$ cat config.mk
export PLATFORM = sky130hd
export DESIGN_NAME = relay_rx_deserializer
export DESIGN_NICKNAME = d
export VERILOG_FILES = /design/src/rtl/relay_rx_deserializer.sv
export SDC_FILE = /design/constraint.sdc
export NUM_CORES = 1
export LEC_CHECK = 0
export BUFFER_PORTS_ARGS = -buffer_cell sky130_fd_sc_hd__buf_2
export CAP_MARGIN = 25
export CORE_MARGIN = 3
export CORE_UTILIZATION = 40
export DETAILED_ROUTE_END_ITERATION = 8
export GPL_TIMING_DRIVEN = 1
export SYNTH_ARGS = -nofsm -noshare
export SYNTH_HDL_FRONTEND = slang
export SYNTH_SLANG_ARGS = --single-unit
$ cat constraint.sdc
create_clock -name clk -period 2.8 [get_ports clk]
set_clock_uncertainty 0.2 [all_clocks]
set_input_delay 0.14 -clock clk [delete_from_list [all_inputs] [get_ports clk]]
set_output_delay 0.14 -clock clk [all_outputs]
set_load 0.005 [all_outputs]
$ cat src/rtl/relay_rx_deserializer.sv
// Relay link receiver: recovers start/4-data/stop frames from the raw serial input into nibbles.
// Optional RELAY_RX_GLITCH_FILTER_EN: 2-of-3 majority vote around mid-bit, decisions one cycle later.
module relay_rx_deserializer #(
    parameter int BIT_CYCLES_READER = 16,
    parameter int BIT_CYCLES_TAG    = 32,
    parameter int CNT_W             = 6
) (
    input  logic       clk,
    input  logic       reset,
    input  logic       reader_mode,
    input  logic       relay_in,
    output logic [3:0] nibble_out,
    output logic       nibble_valid,
    output logic       frame_error,
    output logic       busy
);

`ifdef RELAY_RX_GLITCH_FILTER_EN
    localparam int FILT = 1;
`else
    localparam int FILT = 0;
`endif

    // The first sample lands at mid-bit; the vote needs one extra cycle of history.
    localparam logic [CNT_W-1:0] PER_READER  = CNT_W'(BIT_CYCLES_READER);
    localparam logic [CNT_W-1:0] PER_TAG     = CNT_W'(BIT_CYCLES_TAG);
    localparam logic [CNT_W-1:0] HALF_READER = CNT_W'(BIT_CYCLES_READER / 2 - 1 + FILT);
    localparam logic [CNT_W-1:0] HALF_TAG    = CNT_W'(BIT_CYCLES_TAG / 2 - 1 + FILT);

    typedef enum logic [1:0] {
        S_IDLE,
        S_START,
        S_DATA,
        S_STOP
    } state_e;

    state_e           state_q;
    logic             sync1_q;
    logic             sync2_q;
    logic             prev_q;
    logic [CNT_W-1:0] timer_q;
    logic [CNT_W-1:0] period_q;
    logic [1:0]       bit_cnt_q;
    logic [3:0]       shift_q;
    logic [3:0]       nibble_q;
    logic             valid_q;
    logic             error_q;
    logic             busy_q;
    logic             start_edge;
    logic             bit_sample;

`ifdef RELAY_RX_GLITCH_FILTER_EN
    logic prev2_q;

    always_ff @(posedge clk) begin
        if (reset) prev2_q <= 1'b0;
        else       prev2_q <= prev_q;
    end

    assign bit_sample = (sync2_q & prev_q) | (sync2_q & prev2_q) | (prev_q & prev2_q);
`else
    assign bit_sample = sync2_q;
`endif

    assign start_edge = sync2_q & ~prev_q;

    always_ff @(posedge clk) begin
        if (reset) begin
            state_q   <= S_IDLE;
            sync1_q   <= 1'b0;
            sync2_q   <= 1'b0;
            prev_q    <= 1'b0;
            timer_q   <= '0;
            period_q  <= '0;
            bit_cnt_q <= '0;
            shift_q   <= 4'h0;
            nibble_q  <= 4'h0;
            valid_q   <= 1'b0;
            error_q   <= 1'b0;
            busy_q    <= 1'b0;
        end else begin
            // NOTE: non-blocking throughout, so sync2_q/prev_q below are last cycle's values.
            sync1_q <= relay_in;
            sync2_q <= sync1_q;
            prev_q  <= sync2_q;
            valid_q <= 1'b0;
            error_q <= 1'b0;

            unique case (state_q)
                S_IDLE: begin
                    if (start_edge) begin
                        state_q  <= S_START;
                        period_q <= reader_mode ? PER_READER : PER_TAG;
                        timer_q  <= reader_mode ? HALF_READER : HALF_TAG;
                        busy_q   <= 1'b1;
                    end
                end
                S_START: begin
                    if (timer_q == '0) begin
                        if (bit_sample) begin
                            state_q   <= S_DATA;
                            timer_q   <= period_q - CNT_W'(1);
                            bit_cnt_q <= '0;
                        end else begin
                            state_q <= S_IDLE;
                            busy_q  <= 1'b0;
                        end
                    end else begin
                        timer_q <= timer_q - CNT_W'(1);
                    end
                end
                S_DATA: begin
                    if (timer_q == '0) begin
                        shift_q   <= {shift_q[2:0], bit_sample};
                        timer_q   <= period_q - CNT_W'(1);
                        bit_cnt_q <= bit_cnt_q + 2'd1;
                        if (bit_cnt_q == 2'd3) state_q <= S_STOP;
                    end else begin
                        timer_q <= timer_q - CNT_W'(1);
                    end
                end
                S_STOP: begin
                    if (timer_q == '0) begin
                        if (!bit_sample) begin
                            nibble_q <= shift_q;
                            valid_q  <= 1'b1;
                        end else begin
                            error_q <= 1'b1;
                        end
                        busy_q  <= 1'b0;
                        state_q <= S_IDLE;
                    end else begin
                        timer_q <= timer_q - CNT_W'(1);
                    end
                end
                default: state_q <= S_IDLE;
            endcase
        end
    end

    assign nibble_out   = nibble_q;
    assign nibble_valid = valid_q;
    assign frame_error  = error_q;
    assign busy         = busy_q;

endmodule

==> flow_summary.toml, run 1 <==
[run_status]
status = "complete, no violations"

[worst_setup_path]
critPathLaunchType = "register"
r2r_cells = 7
critPathMaxFanout = 8
worstPathCellList = "inv_1 -> ha_1 -> nor2_1 -> nand2_1 -> a221oi_1 -> o21a_1 -> a211oi_1"
arrival_ns = 2.31
cp_slowest_cell = "dfxtp_1"
reg2reg_slack_ns = 0.49
critPathBufInv = 1
crit_type = "register to register"
cp.required_ns = 2.80
endpoint_kind = "register"
critPathTopFamily = "compound AO/OA/AOI/OAI gates"
r2r_start = "state_q[0]"
crit_start = "state_q[0]"
max_stage_delay_ns = 0.42
r2r_end = "timer_q[0]"

[power]
pwr_density_cell_mw_per_mm2 = 718
totalPowerFinal_w = 0.00104
vdd_drop_max_mv = 0.322
power_leakage_nw = 0.550

[layout]
diodes = 0
layout-drive-gt1-share = 0.131
fin_util = 0.496
nets = 172
areaGrowthSynthToFinish_pct = 12.3

[global_routing]
grt_pass1_wl_um = 4860
grt_max_degree = 28
antenna_found_initial = 0
track_usage = 0.151
overflow = 0
grt_pass1_vias = 1071

[floorplan]
fp.dieArea_mm2 = 0.00395
rows = 19
core_area_mm2 = 0.00292
die-width_um = 62.8
ioPinCount = 11
initial_core_util = 0.442
die_y_um = 62.8

[clock_network]
cts_made_buffers = 3
cts_resized = 0
clock-root-buffer = "clkbuf_4"
cts-htree-levels = 1
cts_sinks = 26
clk_pin_slew_ns = 0.14
cts_buffer_depth = 2
cts_tree = "done"
worstSkewPairLatency_ns = 0.32
postCtsSetupBuffers = 0

[routing]
drc_errors = 0
firstDrtPassIters = 4
routed_via_density = 5.34
drt_iter0_drc = 58
wl_um = 2630
drtAntennaViolNets = 0
num_vias = 1078
drt-wirelength-per-cell_um = 13.0

[run]
maxCapViolCount = 0

[sta]
layout_min_cycle_time_ns = 2.31
rsz0062_at_grt = "false"
timing.final.crit_share = 0.825
slew_viol_final = 0
tns_ns = 0
relSlewSlack = 0.634
hold_viol = 0
max_slew.worst_pin.slew_ns = 0.535
final-setup-viol-count = 0
fmax_ghz = 0.433

[yosys]
synthFlopType = "dfxtp_1"
synth_seq_cells = 26
syn_inst = 148
synth_fp_nets = 159
avgSynthCellArea_um2 = 8.72
seq_area_frac_synth = 0.403
synth_warnings = 0
synth_area_mm2 = 0.00129
synth_edf_count = 0
synth_cell_types = 39
synth_async_sr_flop_share = 0

[min_path]
holdPathStages = 2
hold_path.class = "primary input to register"
hold_path_end = "nibble_out[1]"
min_from = "reset"

[placement]
io_buffers = 10
gp_congestion = 0.866
dp_hpwl_um = 1880
## synthesized netlist by cell type, drive strengths merged (3+ instances only)
library cell  count  share of area
dfxtp            26           0.40
nor2             16          0.047
a21oi            14          0.054
nand2            13          0.038
nand3             8          0.031
ha                7          0.068
o21ai             7          0.027
inv               6          0.017
mux2i             5          0.039
nor2b             5          0.024
clkbuf            4          0.012
nand2b            4          0.019
nor3              3          0.020
## where the power goes
| group | switching [W] | total, W | internal [W] |
|---|---|---|---|
| registers | 0.0000290 | 0.000427 | 0.000398 |
| logic | 0.000213 | 0.000360 | 0.000147 |
| clock network | 0.000110 | 0.000254 | 0.000145 |
| total | 0.000352 | 0.00104 | 0.000690 |
## how the worst max path moves through the flow
| stage | end | depth (start not counted) | slack [ns] |
|---|---|---|---|
| 6_report | timer_q[0] | 7 | 0.49 |
| 3_5_place_dp | timer_q[0] | 7 | 0.55 |
| 3_3_place_gp | bit_cnt_q[0] | 8 | 0.66 |
| 2_1_floorplan | register | 7 | 0.80 |
| 4_1_cts | timer_q[0] | 7 | 0.51 |
| 5_1_grt | timer_q[0] | 7 | 0.24 |
## layout by cell type (no fill, tap or decap), types with 2 or more instances in the layout
cell	n
a2111oi_0	2
a211oi_1	2
a21oi_1	14
a221oi_1	2
a311oi_1	2
buf_2	10
buf_4	2
clkbuf_4	3
dfxtp_1	26
dlygate4sd3_1	2
ha_1	7
inv_1	6
mux2i_1	5
nand2_1	13
nand2b_1	4
nand3_1	8
nor2_1	16
nor2b_1	5
nor3_1	2
o21a_1	2
o21ai_0	6
xnor2_1	2
## stage by stage
step	hold WS [ns]	area [um2]	instances	setup slack [ns]
global placement	0.148	1380	196	0.664
global route	0.0392	1450	202	0.237
floorplan	0.0682	1290	148	0.801
finish	0.0478	1450	202	0.491
detailed placement	0.156	1380	196	0.552
CTS	0.0290	1450	202	0.513
## state kept, by name, indices dropped and copies added (netlist names), named ones only
name	count
timer_q	6
nibble_out	4
shift_q	4
bit_cnt_q	2
period_q	2
bit_sample	1
busy	1
frame_error	1
nibble_valid	1
prev_q	1
state_q	1
sync1_q	1
## worst register-to-register path, delay by kind of cell, from the launching register on
kind | cells | cell delay, ns
buffers and inverters | 1 | 0.13
adder cells (fa/ha/maj) | 1 | 0.36
AO/OA/AOI/OAI | 3 | 0.59
flip-flops | 1 | 0.42
AND/OR/NAND/NOR | 2 | 0.49
## cell type report
class	instances	area, um2
clock buffers	3	22.5
clock inverters	1	30.0
well taps	42	52.6
inverters	6	22.5
fillers	302	1470
flip-flops and latches	26	520
multi-input cells	110	717
repair buffers	14	85.1
## routing by layer
layer | vias to the layer above | track usage | part of all wire
met2 | 28 | 0.246 | 0.45
met3 | 6 | 0.0342 | 0.044
met1 | 492 | 0.190 | 0.48
met5 | - | 0 | 0
met4 | 0 | 0.0689 | 0.020
li1 | 552 | - | -
## cells by family after synthesis
family | share of synthesized area
buffers and inverters | 0.0417
adder cells (fa/ha/maj) | 0.0678
flip-flops | 0.403
XOR/XNOR | 0.0136
AO/OA/AOI/OAI | 0.183
AND/OR/NAND/NOR | 0.235
multiplexers | 0.0562
## what timing repair did
| action | CTS | global route |
|---|---|---|
| endpoints found under the hold margin | 4 | 0 |
| hold buffers | 2 | 0 |
| setup endpoints to repair | 0 | 0 |
Note: power is estimated with default switching activity, not from simulation.
==> inputs of run 2 (changes only) <==
==> constraint.sdc (replaced) <==
create_clock -name clk -period 1.9 [get_ports clk]
set_clock_uncertainty 0.2 [all_clocks]
set_input_delay 0.095 -clock clk [delete_from_list [all_inputs] [get_ports clk]]
set_output_delay 0.095 -clock clk [all_outputs]
set_load 0.005 [all_outputs]
==> flow_summary.toml, run 2 (synthesis gave the netlist of run 1 again) <==
[layout]
final_cell_mix = "buf_4 (29), dfxtp_1 (22), nor2_1 (15), a21oi_1 (14), nand2_1 (13)"
diodes = 0
layout-drive-gt1-share = 0.349
final_common_cell = "buf_4"
fin_cells = 228
fin_util = 0.579
largest_register_ffs = 6
areaGrowthSynthToFinish_pct = 31.0
regArea_um2 = 526
nets = 199
multi_input_area_um2 = 781
top_register = "timer_q"
fillers = 271

[power]
vdd_drop_max_mv = 0.565
power_leakage_nw = 0.668
totalPowerFinal_w = 0.00168
pwr_density_cell_mw_per_mm2 = 991

[worst_setup_path]
critPathMaxFanout = 5
critPathBufInv = 2
reg2reg_slack_ns = -0.05
cp.required_ns = 1.92
max_stage_delay_ns = 0.35
cp_slowest_cell = "dfxtp_2"
arrival_ns = 1.97
endpoint_kind = "register"
worstPathCellList = "inv_2 -> ha_4 -> nand2b_4 -> nor4_4 -> buf_4 -> o21bai_1 -> mux2_1 -> a311o_1"
critPathLaunchType = "register"
r2r_cells = 8
crit_type = "register to register"
r2r_start = "timer_q[1]"
critPathTopFamily = "compound AO/OA/AOI/OAI gates"

[floorplan]
die_y_um = 62.8
rows = 19
initial_core_util = 0.442
fp.dieArea_mm2 = 0.00395
core_area_mm2 = 0.00292
ioPinCount = 11
die-width_um = 62.8

[sta]
tns_ns = -0.191
rsz0062_at_grt = "true"
slew_viol_final = 0
max_slew.worst_pin.slew_ns = 0.390
fin_ws_ns = -0.0493
fmax_ghz = 0.513
layout_min_cycle_time_ns = 1.95
timing.final.crit_share = 1.03
hold_viol = 0
relSlewSlack = 0.739
final-setup-viol-count = 6

[clock_network]
cts_buffer_depth = 2
worstSkewPairLatency_ns = 0.31
cts_sinks = 26
clk_pin_slew_ns = 0.13
clock-root-buffer = "clkbuf_4"
cts_tree = "done"
cts-htree-levels = 1
cts_made_buffers = 3

[global_routing]
grt_pass1_wl_um = 4960
antenna_found_initial = 0
overflow = 0
track_usage = 0.152
grt_max_degree = 26
grt_pass1_vias = 1140

[routing]
routed_via_density = 5.16
drc_errors = 0
firstDrtPassIters = 4
drtAntennaViolNets = 0
drt-wirelength-per-cell_um = 12.7
wl_um = 2890
drt_iter0_drc = 32
num_vias = 1177

[run_status]
status = "finished, violations left"
failed_checks = "setup timing"

[min_path]
min_from = "reset"
holdPathStages = 3
hold_path.class = "primary input to register"
hold_path_end = "busy"

[placement]
gp_congestion = 0.900
dp_hpwl_um = 2070
dp_cells = 218
place_ws_ns = -0.135
io_buffers = 10

[run]
maxCapViolCount = 0
-- run 2: changes by cell type in the layout (fill, tap and decap cells not counted), moves of 3 or more --
cell	before	now
buf_4	2	29
dfxtp_1	26	22
dfxtp_2	0	4
ha_1	7	3
ha_2	0	3
-- run 2: worst max path at each step --
stage,startpoint,endpoint,slack [ns],cells past startpoint
detailed placement,timer_q[1],bit_cnt_q[0],-0.14,8
floorplan,timer_q[1],register,-0.04,7
global route,timer_q[1],nibble_out[0],-0.15,7
CTS,timer_q[1],nibble_out[1],-0.05,7
global placement,register,timer_q[4],-0.08,6
finish,timer_q[1],register,-0.05,8
-- run 2: per-stage QoR --
| step | hold WS, ns | instance area (um2) |
|---|---|---|
| floorplan | 0.0232 | 1320 |
| global placement | 0.109 | 1570 |
| detailed placement | 0.114 | 1570 |
| CTS | 0.0371 | 1650 |
| global route | 0.0606 | 1690 |
| finish | 0.0532 | 1690 |
-- run 2: routing by layer --
layer / vias up / wire [um] / track usage
met4: 0 / 12 / 0.0358
met5: - / 0 / 0
met3: 2 / 95 / 0.0414
met2: 19 / 1380 / 0.261
met1: 552 / 1410 / 0.187
li1: 604 / - / -
-- run 2: worst min-delay path, cell delays in order --
cell and delay (ns):
buf_2 0.12, buf_4 0.22, nor2_1 0.11
-- run 2: power breakdown --
part	internal (W)	switching, W	leakage [nW]
registers	0.000590	0.0000301	0.213
clock network	0.0000742	0.000156	0.0138
logic	0.000418	0.000408	0.441
total	0.00108	0.000594	0.668
-- run 2: timing repair --
item / CTS / global route
pin swaps: 3 / 2
gates resized for setup: 6 / 9
endpoints found under the setup margin: 17 / 13
hold buffers: 2 / 0
setup buffers: 3 / 3
endpoints found under the hold margin: 4 / 0
-- run 2: area by class of cell --
| class | count | area share |
|---|---|---|
| Clock buffer | 3 | 0.0133 |
| Inverter | 6 | 0.0133 |
| Multi-Input combinational cell | 110 | 0.462 |
| Sequential cell | 26 | 0.311 |
| Tap cell | 42 | 0.0311 |
| Timing Repair Buffer | 41 | 0.170 |
==> inputs of run 3 (changes only) <==
--- a/config.mk
+++ b/config.mk
@@ -5,6 +5,7 @@
 export SDC_FILE = /design/constraint.sdc
 export NUM_CORES = 1
 export LEC_CHECK = 0
+export ABC_AREA = 1
 export BUFFER_PORTS_ARGS = -buffer_cell sky130_fd_sc_hd__buf_2
 export CAP_MARGIN = 25
 export CORE_MARGIN = 3
==> flow_summary.toml, run 3 <==
[routing]
drtAntennaViolNets = 0
drt_iter0_drc = 78
routed_via_density = 4.81
num_vias = 1198
drt-wirelength-per-cell_um = 11.4
wl_um = 2840
drc_errors = 0
firstDrtPassIters = 4

[yosys]
syn_inst = 184
synthFlopType = "dfxtp_1"
seq_area_frac_synth = 0.392
synth.most_common_cell = "nor2_1"
avgSynthCellArea_um2 = 7.22
synth_top_area_frac = 0.392
synth.largest_area_cell = "dfxtp_1"
synth_commonest_cells = "nor2_1 (33), dfxtp_1 (26), nand2_1 (26)"
synth_warnings = 0
synth_async_sr_flop_share = 0
synth_edf_count = 0
synth.area.top_cells = "dfxtp_1 (39%), nor2_1 (9.3%), nand2_1 (7.3%)"
synth_fp_nets = 195
synth_area_mm2 = 0.00133
synth_cell_types = 25
synth_seq_cells = 26

[sta]
final-setup-viol-count = 0
slew_viol_final = 0
relSlewSlack = 0.759
max_slew.worst_pin.slew_ns = 0.362
timing.final.crit_share = 0.955
fmax_ghz = 0.551
layout_min_cycle_time_ns = 1.81
hold_viol = 0

[layout]
nets = 217
final_common_cell = "nor2_1"
fin_util = 0.505
areaGrowthSynthToFinish_pct = 17.9
fin_cells = 249
largest_register_ffs = 6
final_cell_mix = "nor2_1 (33), nand2_1 (26), dfxtp_1 (25), inv_1 (24), o21ai_0 (14)"
layout-drive-gt1-share = 0.210
diodes = 0
top_register = "timer_q"

[power]
vdd_drop_max_mv = 0.601
pwr_density_cell_mw_per_mm2 = 1490
pwr-share-seq = 0.316
switching_share = 0.420
p_switching_w = 0.000978
power_leakage_nw = 0.721
p_int_w = 0.00135
p_clk_frac = 0.163
comb_power_share = 0.521

[floorplan]
die_y_um = 63.6
fp.dieArea_mm2 = 0.00405
die-width_um = 63.6
rows = 20
ioPinCount = 11
core_area_mm2 = 0.00310
initial_core_util = 0.428

[global_routing]
overflow = 0
track_usage = 0.151
grt_pass1_wl_um = 5010
grt_max_degree = 16
grt_pass1_vias = 1198
antenna_found_initial = 0

[placement]
io_buffers = 10
gp_congestion = 0.872
dp_hpwl_um = 2040
dp_cells = 236

[worst_setup_path]
cp.required_ns = 1.94
crit_type = "register to register"
critPathMaxFanout = 5
critPathLaunchType = "register"
reg2reg_slack_ns = 0.09
arrival_ns = 1.85
endpoint_kind = "register"

[clock_network]
clock-root-buffer = "clkbuf_4"
cts_made_buffers = 3
worstSkewPairLatency_ns = 0.32
cts_buffer_depth = 2
cts_sinks = 26
clk_pin_slew_ns = 0.14
cts-htree-levels = 1
cts_tree = "done"

[min_path]
hold_path.class = "register to register"

[run]
maxCapViolCount = 0

[run_status]
status = "complete, no violations"
-- run 3: timing repair --
item | 4_1_cts | 5_1_grt
hold buffers | 4 | 0
endpoints found under the hold margin | 12 | 0
resized for setup | 0 | 6
setup endpoints to repair | 0 | 11
buffers inserted | 0 | 5
-- run 3: power groups by stage --
stage                     sequential [W]  clock (W)  combinational (W)
after CTS                       0.000725   0.000389            0.00103
after detailed placement        0.000737          0            0.00102
final                           0.000735   0.000380            0.00121
after global placement          0.000734          0            0.00100
after floorplan                 0.000719          0           0.000824
after global routing            0.000743   0.000404            0.00137
-- run 3: per-stage QoR --
stage | hold WS, ns | instance area (um2) | total power (W) | TNS [ns] | setup slack, ns
after floorplan | -0.0265 | 1330 | 0.00154 | 0 | 0.279
after global placement | 0.0983 | 1430 | 0.00173 | 0 | 0.0857
after detailed placement | 0.105 | 1430 | 0.00176 | 0 | 0.0529
after CTS | 0.221 | 1520 | 0.00214 | 0 | 0.0294
after global routing | 0.246 | 1570 | 0.00252 | -0.0650 | -0.0329
final | 0.216 | 1570 | 0.00233 | 0 | 0.0859
-- run 3: cell families after synthesis --
| group | share of synthesized area |
|---|---|
| simple gates | 0.301 |
| flops | 0.392 |
| buf+inv | 0.0904 |
| compound gates | 0.144 |
| xor+xnor | 0.00659 |
| fa+ha+maj | 0.0659 |
-- run 3: per-layer routing --
| metal | share of wire | up-vias | track usage | routed length, um |
|---|---|---|---|---|
| met1 | 0.47 | 546 | 0.183 | 1340 |
| met5 | 0 | - | 0 | 0 |
| met4 | 0.019 | 0 | 0.0593 | 54 |
| met2 | 0.48 | 21 | 0.263 | 1360 |
| met3 | 0.030 | 6 | 0.0267 | 86 |
| li1 | - | 625 | - | - |
-- run 3: area by class of cell --
type / instances / area (um2)
Tap cell: 44 / 55.1
Fill cell: 311 / 1540
Multi-Input combinational cell: 126 / 697
Timing Repair Buffer: 19 / 128
Inverter: 30 / 113
Clock buffer: 3 / 22.5
Clock inverter: 1 / 30.0
Sequential cell: 26 / 522
-- run 3: worst max-delay path: stages, from the launching register on --
cell and delay (ns):
dfxtp_1 0.36, inv_2 0.08, ha_1 0.18, nand2_2 0.08, nor2_4 0.18, nand2_4 0.10
buf_4 0.17, a21oi_4 0.16, nand4_1 0.10, nand2_1 0.07, nor2_1 0.04
-- run 3: final timing paths --
kind | from | depth (start not counted) | end
worst min register to register | sync1_q | 2 | bit_sample
worst max register to register | timer_q[0] | 10 | state_q[0]
worst max-delay path | timer_q[0] | 10 | state_q[0]
worst min-delay path | sync1_q | 2 | bit_sample
